### src/rtl/cmd_packet_tx.sv
// cmd_packet_tx: buffers up to 15 words and sends them as a framed 8N1 UART packet (sync, header, payload, checksum)
module cmd_packet_tx #(
  parameter int          CLKS_PER_BIT = 434,
  parameter logic [7:0]  SYNC_BYTE    = 8'hA5
) (
  input  logic        clk,
  input  logic        rst_n,
  input  logic        i_wr_word,
  input  logic [15:0] i_word,
  input  logic [3:0]  i_opcode,
  input  logic        i_send,
  input  logic        i_resend,
  output logic        o_tx_serial,
  output logic        o_busy,
  output logic        o_done,
  output logic [3:0]  o_word_cnt,
  output logic        o_full
);
  localparam int            BW       = CLKS_PER_BIT > 1 ? $clog2(CLKS_PER_BIT) : 1;
  localparam logic [BW-1:0] BAUD_MAX = BW'(CLKS_PER_BIT - 1);
  typedef enum logic [2:0] {S_IDLE, S_SYNC, S_HDR, S_DHI, S_DLO, S_CSUM} state_t;
  state_t        r_state, w_next;
  logic [BW-1:0] r_baud;
  logic [3:0]    r_bit, r_idx, r_cnt, r_lcnt, r_op;
  logic [7:0]    r_sum;
  logic          r_done, r_clr;
  logic [15:0]   r_mem [0:14];
  logic          w_idle, w_start, w_wr, w_bit_end, w_byte_end;
  logic [15:0]   w_word;
  logic [7:0]    w_byte;
  assign w_idle     = r_state == S_IDLE;
  assign w_start    = w_idle && (i_send || i_resend);
  assign w_wr       = i_wr_word && w_idle && !i_send && !i_resend && (r_clr || r_cnt != 4'd15);
  assign w_bit_end  = r_baud == BAUD_MAX;
  assign w_byte_end = w_bit_end && r_bit == 4'd9;
  assign w_word     = r_mem[r_idx];
  assign w_byte     = r_state == S_SYNC ? SYNC_BYTE :
                      r_state == S_HDR  ? {r_op, r_lcnt} :
                      r_state == S_DHI  ? w_word[15:8] :
                      r_state == S_DLO  ? w_word[7:0] :
                      r_state == S_CSUM ? r_sum : 8'hFF;
  // packet state register
  always_ff @(posedge clk or negedge rst_n)
    if (!rst_n) r_state <= S_IDLE;
    else        r_state <= w_next;
  // packet sequencing advances one field per completed byte
  always_comb begin
    w_next = r_state;
    case (r_state)
      S_IDLE:  w_next = w_start ? S_SYNC : S_IDLE;
      S_SYNC:  w_next = w_byte_end ? S_HDR : S_SYNC;
      S_HDR:   w_next = w_byte_end ? (r_lcnt == 4'd0 ? S_CSUM : S_DHI) : S_HDR;
      S_DHI:   w_next = w_byte_end ? S_DLO : S_DHI;
      S_DLO:   w_next = w_byte_end ? (r_idx == r_lcnt - 4'd1 ? S_CSUM : S_DHI) : S_DLO;
      S_CSUM:  w_next = w_byte_end ? S_IDLE : S_CSUM;
      default: w_next = S_IDLE;
    endcase
  end
  // line level derived from the current field byte and bit position
  always_comb begin
    o_busy      = !w_idle;
    o_tx_serial = w_idle ? 1'b1 : r_bit == 4'd0 ? 1'b0 : r_bit == 4'd9 ? 1'b1 : w_byte[3'(r_bit - 4'd1)];
  end
  // baud and bit counters; bytes run back to back so the bit counter simply wraps 9 -> 0
  always_ff @(posedge clk or negedge rst_n)
    if (!rst_n) begin
      r_baud <= '0;
      r_bit  <= 4'd0;
    end else if (w_start || w_idle) begin
      r_baud <= '0;
      r_bit  <= 4'd0;
    end else if (w_bit_end) begin
      r_baud <= '0;
      r_bit  <= r_bit == 4'd9 ? 4'd0 : r_bit + 4'd1;
    end else r_baud <= r_baud + 1'b1;
  // latched packet parameters, word index, running checksum and done pulse
  always_ff @(posedge clk or negedge rst_n)
    if (!rst_n) begin
      r_op   <= 4'd0;
      r_lcnt <= 4'd0;
      r_idx  <= 4'd0;
      r_sum  <= 8'd0;
      r_done <= 1'b0;
    end else begin
      r_done <= r_state == S_CSUM && w_byte_end;
      if (w_idle && i_send) begin
        r_op   <= i_opcode;
        r_lcnt <= r_cnt;
      end
      if (w_start) begin
        r_idx <= 4'd0;
        r_sum <= 8'd0;
      end else if (w_byte_end) begin
        if (r_state == S_HDR || r_state == S_DHI || r_state == S_DLO) r_sum <= r_sum + w_byte;
        if (r_state == S_DLO) r_idx <= r_idx + 4'd1;
      end
    end
  // word count; a finished packet arms a lazy clear taken by the next write
  always_ff @(posedge clk or negedge rst_n)
    if (!rst_n) begin
      r_cnt <= 4'd0;
      r_clr <= 1'b0;
    end else if (w_wr) begin
      r_cnt <= r_clr ? 4'd1 : r_cnt + 4'd1;
      r_clr <= 1'b0;
    end else if (r_state == S_CSUM && w_byte_end) r_clr <= 1'b1;
  // payload storage, write slot follows the count
  always_ff @(posedge clk)
    if (w_wr) r_mem[r_clr ? 4'd0 : r_cnt] <= i_word;
  assign o_done     = r_done;
  assign o_word_cnt = r_cnt;
  assign o_full     = r_cnt == 4'd15;
endmodule

### config.mk
export PLATFORM = sky130hd
export DESIGN_NAME = cmd_packet_tx
export DESIGN_NICKNAME = d
export VERILOG_FILES = /design/src/rtl/cmd_packet_tx.sv
export SDC_FILE = /design/constraint.sdc
export NUM_CORES = 1
export LEC_CHECK = 0
export CAP_MARGIN = 0
export CORE_AREA = 2 2 176 178
export CTS_BUF_LIST = sky130_fd_sc_hd__clkbuf_8
export DETAILED_ROUTE_END_ITERATION = 8
export DIE_AREA = 0 0 178 180
export GPL_ROUTABILITY_DRIVEN = 1
export SLEW_MARGIN = 25
export SYNTH_ARGS = -nofsm -noshare
export SYNTH_HDL_FRONTEND = slang
export SYNTH_SLANG_ARGS = --single-unit
### constraint.sdc
create_clock -name clk -period 3.8 [get_ports clk]
set_input_delay 0.76 -clock clk [delete_from_list [all_inputs] [get_ports clk]]
set_output_delay 0.76 -clock clk [all_outputs]
set_load 0.05 [all_outputs]
Word level (Yosys, flattened, before mapping)
Memories as Yosys holds them, arrays and structs flattened.
Cells that the tools add are included.
- register bits after elaboration: 42
- bits in latches: 0
- memory bits (writable): 240
- memory bits (read-only): 0
- input port bits: 25
- output and inout port bits: 8
- memories kept: 1
- memory list (name ; words ; width ; rd ports ; clocked after Yosys merged registers in ; wr ports ; RTL line ; RTL):
    r_mem ; 15 ; 16 ; 1 ; 0 ; 1 ; 27 ; logic [15:0] r_mem [0:14];
- add/subtract/negate cells: 7
- $mul: 0
- div/mod/pow operators: 0
- magnitude comparators: 1
- equality and inequality tests: 10
- shift-type cells: 0
- muxes and demuxes: 36
- bitwise gates (word level): 0
- reduce and logical (&&, ||, !) cells: 26
- operator list (operator ; count):
    $mux 8 ; 8
    $mux 4 ; 8
    $mux 3 ; 6
    $mux 9 ; 2
    $pmux 3 s6 ; 1
    $add 4x1->4 const B ; 3
    $reduce_bool 2->1 ; 5
    $add 9x1->9 const B ; 1
    $eq 9x9->1 const B ; 1
    $mux 1 ; 9
    $add 8x8->8 ; 1
    $eq 4x4->1 const B ; 2
    $logic_and 1x1->1 ; 8
    $logic_not 4->1 ; 2
    $eq 3x2->1 const B ; 2
    $eq 3x3->1 const B ; 2
    $logic_or 1x1->1 ; 5
    $eq 4x4->1 ; 1
    $lt 3x4->1 const B ; 1
    $ne 4x4->1 const B ; 1
    $reduce_and 2->1 ; 2
    $sub 4x1->4 const B ; 1
    $bmux 1 s3 ; 1
    $eq 3x1->1 const B ; 1
    other kinds (4) ; 6

Longest topological paths before layout
- depth in word-level cells: 11
- mapped depth: 19
- mapped depth without buffers: 15

Worst setup path before layout
No wires, ideal clock.
- path kind: register to output
- start: register r_idx[0]
- end: output port o_tx_serial
- arrival: 2.653 ns
- data required time: 3.040 ns
- path slack: 0.387 ns
- cell stages (with the launch flop): 13
- path buffers: 4
- cell sequence: dfrtp_1 > buf_6 > buf_12 > buf_4 > buf_2 > mux2i_1 > o21ai_0 > mux2i_1 > nand2_1 > a32o_1 > mux4_2 > nand3b_1 > nand3_1
- word-level cells in the longest chain between the ends: 10
- ends and longest elaborated chain (element ; RTL line ; RTL):
    from (decl) ; 24 ; logic [3:0] r_bit, r_idx, r_cnt, r_lcnt, r_op;
    from (signal assigned) ; 95 ; if (r_state == S_DLO) r_idx <= r_idx + 4'd1;
    $mem_v2 15x16 * ; n/a ;
    $mux 8 ; 40 ; r_state == S_DLO ? w_word[7:0] :
    $mux 8 * ; 39 ; r_state == S_DHI ? w_word[15:8] :
    $mux 8 * ; 38 ; r_state == S_HDR ? {r_op, r_lcnt} :
    $mux 8 * ; 37 ; assign w_byte = r_state == S_SYNC ? SYNC_BYTE :
    $bmux 1 s3 * ; 62 ; o_tx_serial = w_idle ? 1'b1 : r_bit == 4'd0 ? 1'b0 : r_bit == 4'd9 ? 1'b1 : w_byte[3'(r_bit - 4'd1)];
    $mux 1 (implied by the code) * ; 62 ;
    $mux 1 * (3 in series) ; 62 ;
    to (decl) ; 13 ; output logic o_tx_serial,
Every way passes the cells marked *; elsewhere a longest branch is shown, timed or not. The select of a mux whose other input is x is not followed.

Worst setup path in the final report
Same ends and word-level chain as after synthesis.

==> results.sh <==
export IMPL_synth_distinct_cells=61
export IMPL_core_sq_um=30200
export IMPL_clock_path_buffers=3
export IMPL_start_util_pct=39.6
export IMPL_root_buffer="clkbuf_8"
export IMPL_syn_num_nets=796
export IMPL_worst_setup_path_start_kind="flop"
export IMPL_drive_above_1_share_pct=25.6
export IMPL_grt_use_total_pct=19.1
export IMPL_seq_area_frac_synth_pct=69.1
export IMPL_area_growth_pct=20.3
export IMPL_min_period_over_period_pct=106
export IMPL_worst_pin_slew_ns=0.825
export IMPL_wl_per_cell_microns=22.7
export IMPL_drtIter0Drc=638
export IMPL_clk_pin_slew_ns=0.06
export IMPL_via_per_inst=5.44
export IMPL_fin_skew_ns=0.0408
export IMPL_antenna_left=0
export IMPL_synth_most_common_cell="edfxtp_1"
export IMPL_holdCritPathClass="in2async"
export IMPL_ir_drop_mv=0.208
export IMPL_hold_viol=0
export IMPL_syn_cell_area_sq_um=11900
export IMPL_fin_nets=914
export IMPL_stdcell_area_sq_um=14400
export IMPL_die_x_microns=178
export IMPL_dpl_worst_slack_ns=0.0948
export IMPL_nFillCells=2561
export IMPL_report_final_slew_viol_count=0
export IMPL_grt_max_degree=43
export IMPL_slew_limit_headroom_pct=44.7
export IMPL_violations="setup timing"
export IMPL_grt_pass1_wl_microns=44900
export IMPL_io_pins=33
export IMPL_synthCells=755
export IMPL_cts_tree="done"
export IMPL_power_leakage_nw=4.99
export IMPL_status="finished, violations left"
export IMPL_synth_seq_cells=282
export IMPL_crit_arrival_ns=3.26
export IMPL_firstDrtPassIters=5
export IMPL_max_cap_violations=0
export IMPL_numCtsBuffers=47
export IMPL_p_per_area_nw_per_um2=429
export IMPL_dieHeight_microns=180
export IMPL_die_area_sq_um=32000
export IMPL_cp_required_ns=3.04
export IMPL_row_count=64
export IMPL_port_buffers=32
export IMPL_drc_errors=0
export IMPL_synth_ff_type="edfxtp_1"
export IMPL_grt_remaining_overflow=0
export IMPL_synth_area_leader_cell="edfxtp_1"
export IMPL_gp_congestion=0.860
export IMPL_synth_common_cells="edfxtp_1 (240), nand2_1 (61), nor2_1 (54)"
export IMPL_synth_top_area_share_pct=60.3
export IMPL_antenna_found_initial=0
export IMPL_cp_end_kind="output pin"
export IMPL_crit_type="reg2out"
export IMPL_timing_fmax_mhz=249
export IMPL_drt_wl_total_microns=29700
export IMPL_clock_sinks=282
export IMPL_grt_pass1_vias=7306
export IMPL_syn_area_per_cell_sq_um=15.8
export IMPL_rsz0062_at_grt="yes"
export IMPL_ys_async_sr_fraction_pct=14.9
export IMPL_min_period_ns=4.02
export IMPL_insertion_delay_ns=0.60
export IMPL_dpl_cell_area_sq_um=13000
export IMPL_place_hpwl_microns=17200
export IMPL_ys_top_cells_by_area="edfxtp_1 (60%), dfrtp_1 (8.8%), mux4_2 (8.3%)"
export IMPL_synth_edff_count=240
export IMPL_setup_viol=1
export IMPL_n_antenna_cell=0
export IMPL_ctsHoldBuffers=0
export IMPL_whs_ns=0.178
export IMPL_cts_htree_levels=2
export IMPL_setup_ws_ns=-0.223
export IMPL_vias=7102
export IMPL_yosys_warnings=0
export IMPL_critPathMaxFanout=6
==> critical path, cell delays in order, from the launching register on <==
cell and delay (ns):
dfrtp_4 0.53, buf_12 0.16, buf_12 0.12, buf_16 0.13
mux4_2 0.43, nand2_2 0.08, a31oi_2 0.09, a32o_2 0.29
mux4_2 0.48, nand3b_1 0.12, nand3_2 0.09, buf_8 0.16
==> final timing paths <==
kind | start | to | slack [ns] | cells past startpoint
min | rst_n | o_word_cnt[0] | 0.18 | 1
max reg2reg | r_idx[0] | r_sum[6] | 0.17 | 15
max | r_idx[0] | o_tx_serial | -0.22 | 11
min in group clk | r_sum[7] | r_sum[7] | 0.49 | 1
min reg2reg | r_sum[7] | r_sum[7] | 0.49 | 1
max in group asynchronous | rst_n | r_idx[0] | 3.16 | 1
==> flip-flops by register name, summed over array words and instances (netlist names) <==
signal / count
o_done: 1
r_sum: 8
r_mem: 240
r_baud: 9
r_idx: 4
r_op: 4
r_lcnt: 4
o_word_cnt: 4
r_state: 3
r_clr: 1
r_bit: 4
==> per-layer routing <==
| layer | global-route usage, % | vias to the layer above | part of all wire, % |
|---|---|---|---|
| li1 | - | 3176 | - |
| met1 | 26.8 | 3632 | 44 |
| met2 | 29.5 | 234 | 47 |
| met3 | 3.55 | 60 | 6.1 |
| met4 | 7.11 | 0 | 3.0 |
| met5 | 0 | - | 0 |
==> cell type report <==
class | count | area, sq um | area share [%]
timing repair buffer | 106 | 1070 | 7.42
sequential | 282 | 8260 | 57.5
inverter | 20 | 78.8 | 0.549
clock buffer | 49 | 674 | 4.69
tap | 396 | 495 | 3.45
multi-input combinational | 416 | 3590 | 25.0
clock inverter | 36 | 199 | 1.38
==> metrics by stage <==
step	TNS [ns]	std cells	util (%)	power, mW
after global routing	-0.345	1305	47.6	6.40
after floorplan	0	755	-	3.56
final	-0.223	1305	47.6	6.17
after CTS	-0.225	1301	47.2	6.23
after detailed placement	0	1193	43.1	3.69
after global placement	0	1193	43.1	3.69
==> where the power goes <==
group          leakage, nW  switching [mW]  internal (mW)
Sequential            2.64         0.00591           3.36
Clock                0.521            1.22           1.28
Combinational         1.83           0.157          0.149
Total                 4.99            1.38           4.79
==> layout by cell type (no fill, tap or decap), types with 6 or more instances in the layout <==
| cell | Yosys | final |
|---|---|---|
| edfxtp_1 | 240 | 240 |
| nand2_1 | 61 | 59 |
| buf_4 | 2 | 57 |
| clkbuf_8 | 0 | 49 |
| mux4_2 | 44 | 45 |
| dfrtp_1 | 42 | 40 |
| nor2_1 | 54 | 38 |
| inv_1 | 18 | 37 |
| o21ai_0 | 38 | 31 |
| clkdlybuf4s50_1 | 0 | 30 |
| mux2i_1 | 24 | 23 |
| nand3_1 | 19 | 18 |
| nor2_2 | 0 | 16 |
| ha_1 | 15 | 15 |
| a21oi_1 | 16 | 14 |
| xor2_1 | 13 | 13 |
| xnor2_1 | 11 | 11 |
| o211ai_1 | 10 | 10 |
| buf_12 | 2 | 9 |
| clkinv_1 | 2 | 8 |
| nand4_1 | 7 | 7 |
| nand3b_1 | 6 | 6 |
| o21ai_1 | 2 | 6 |
| nor2b_1 | 6 | 6 |
| mux2_2 | 7 | 6 |
| a31oi_1 | 7 | 6 |
| clkinv_2 | 0 | 6 |
| buf_6 | 1 | 6 |
==> timing repair <==
item	4_1_cts	5_1_grt
endpoints found under the setup margin	1	2
gates resized for setup	31	21
gates cloned	2	0
pin swaps	9	14
endpoints found under the hold margin	0	0
buffers inserted	21	5
==> cells by family (layout without fill, tap and decap cells) <==
kind of cell    count (synthesis)  after routing  share of synthesized area, %
compound gates                113            113                          6.07
xor+xnor                       24             24                          1.76
fa+ha+maj                      16             16                          1.74
buf+inv                        57            211                          2.32
flops                         282            282                          69.1
mux                            79             79                          11.8
simple gates                  184            184                          7.14
Note: power is estimated with default switching activity, not from simulation.
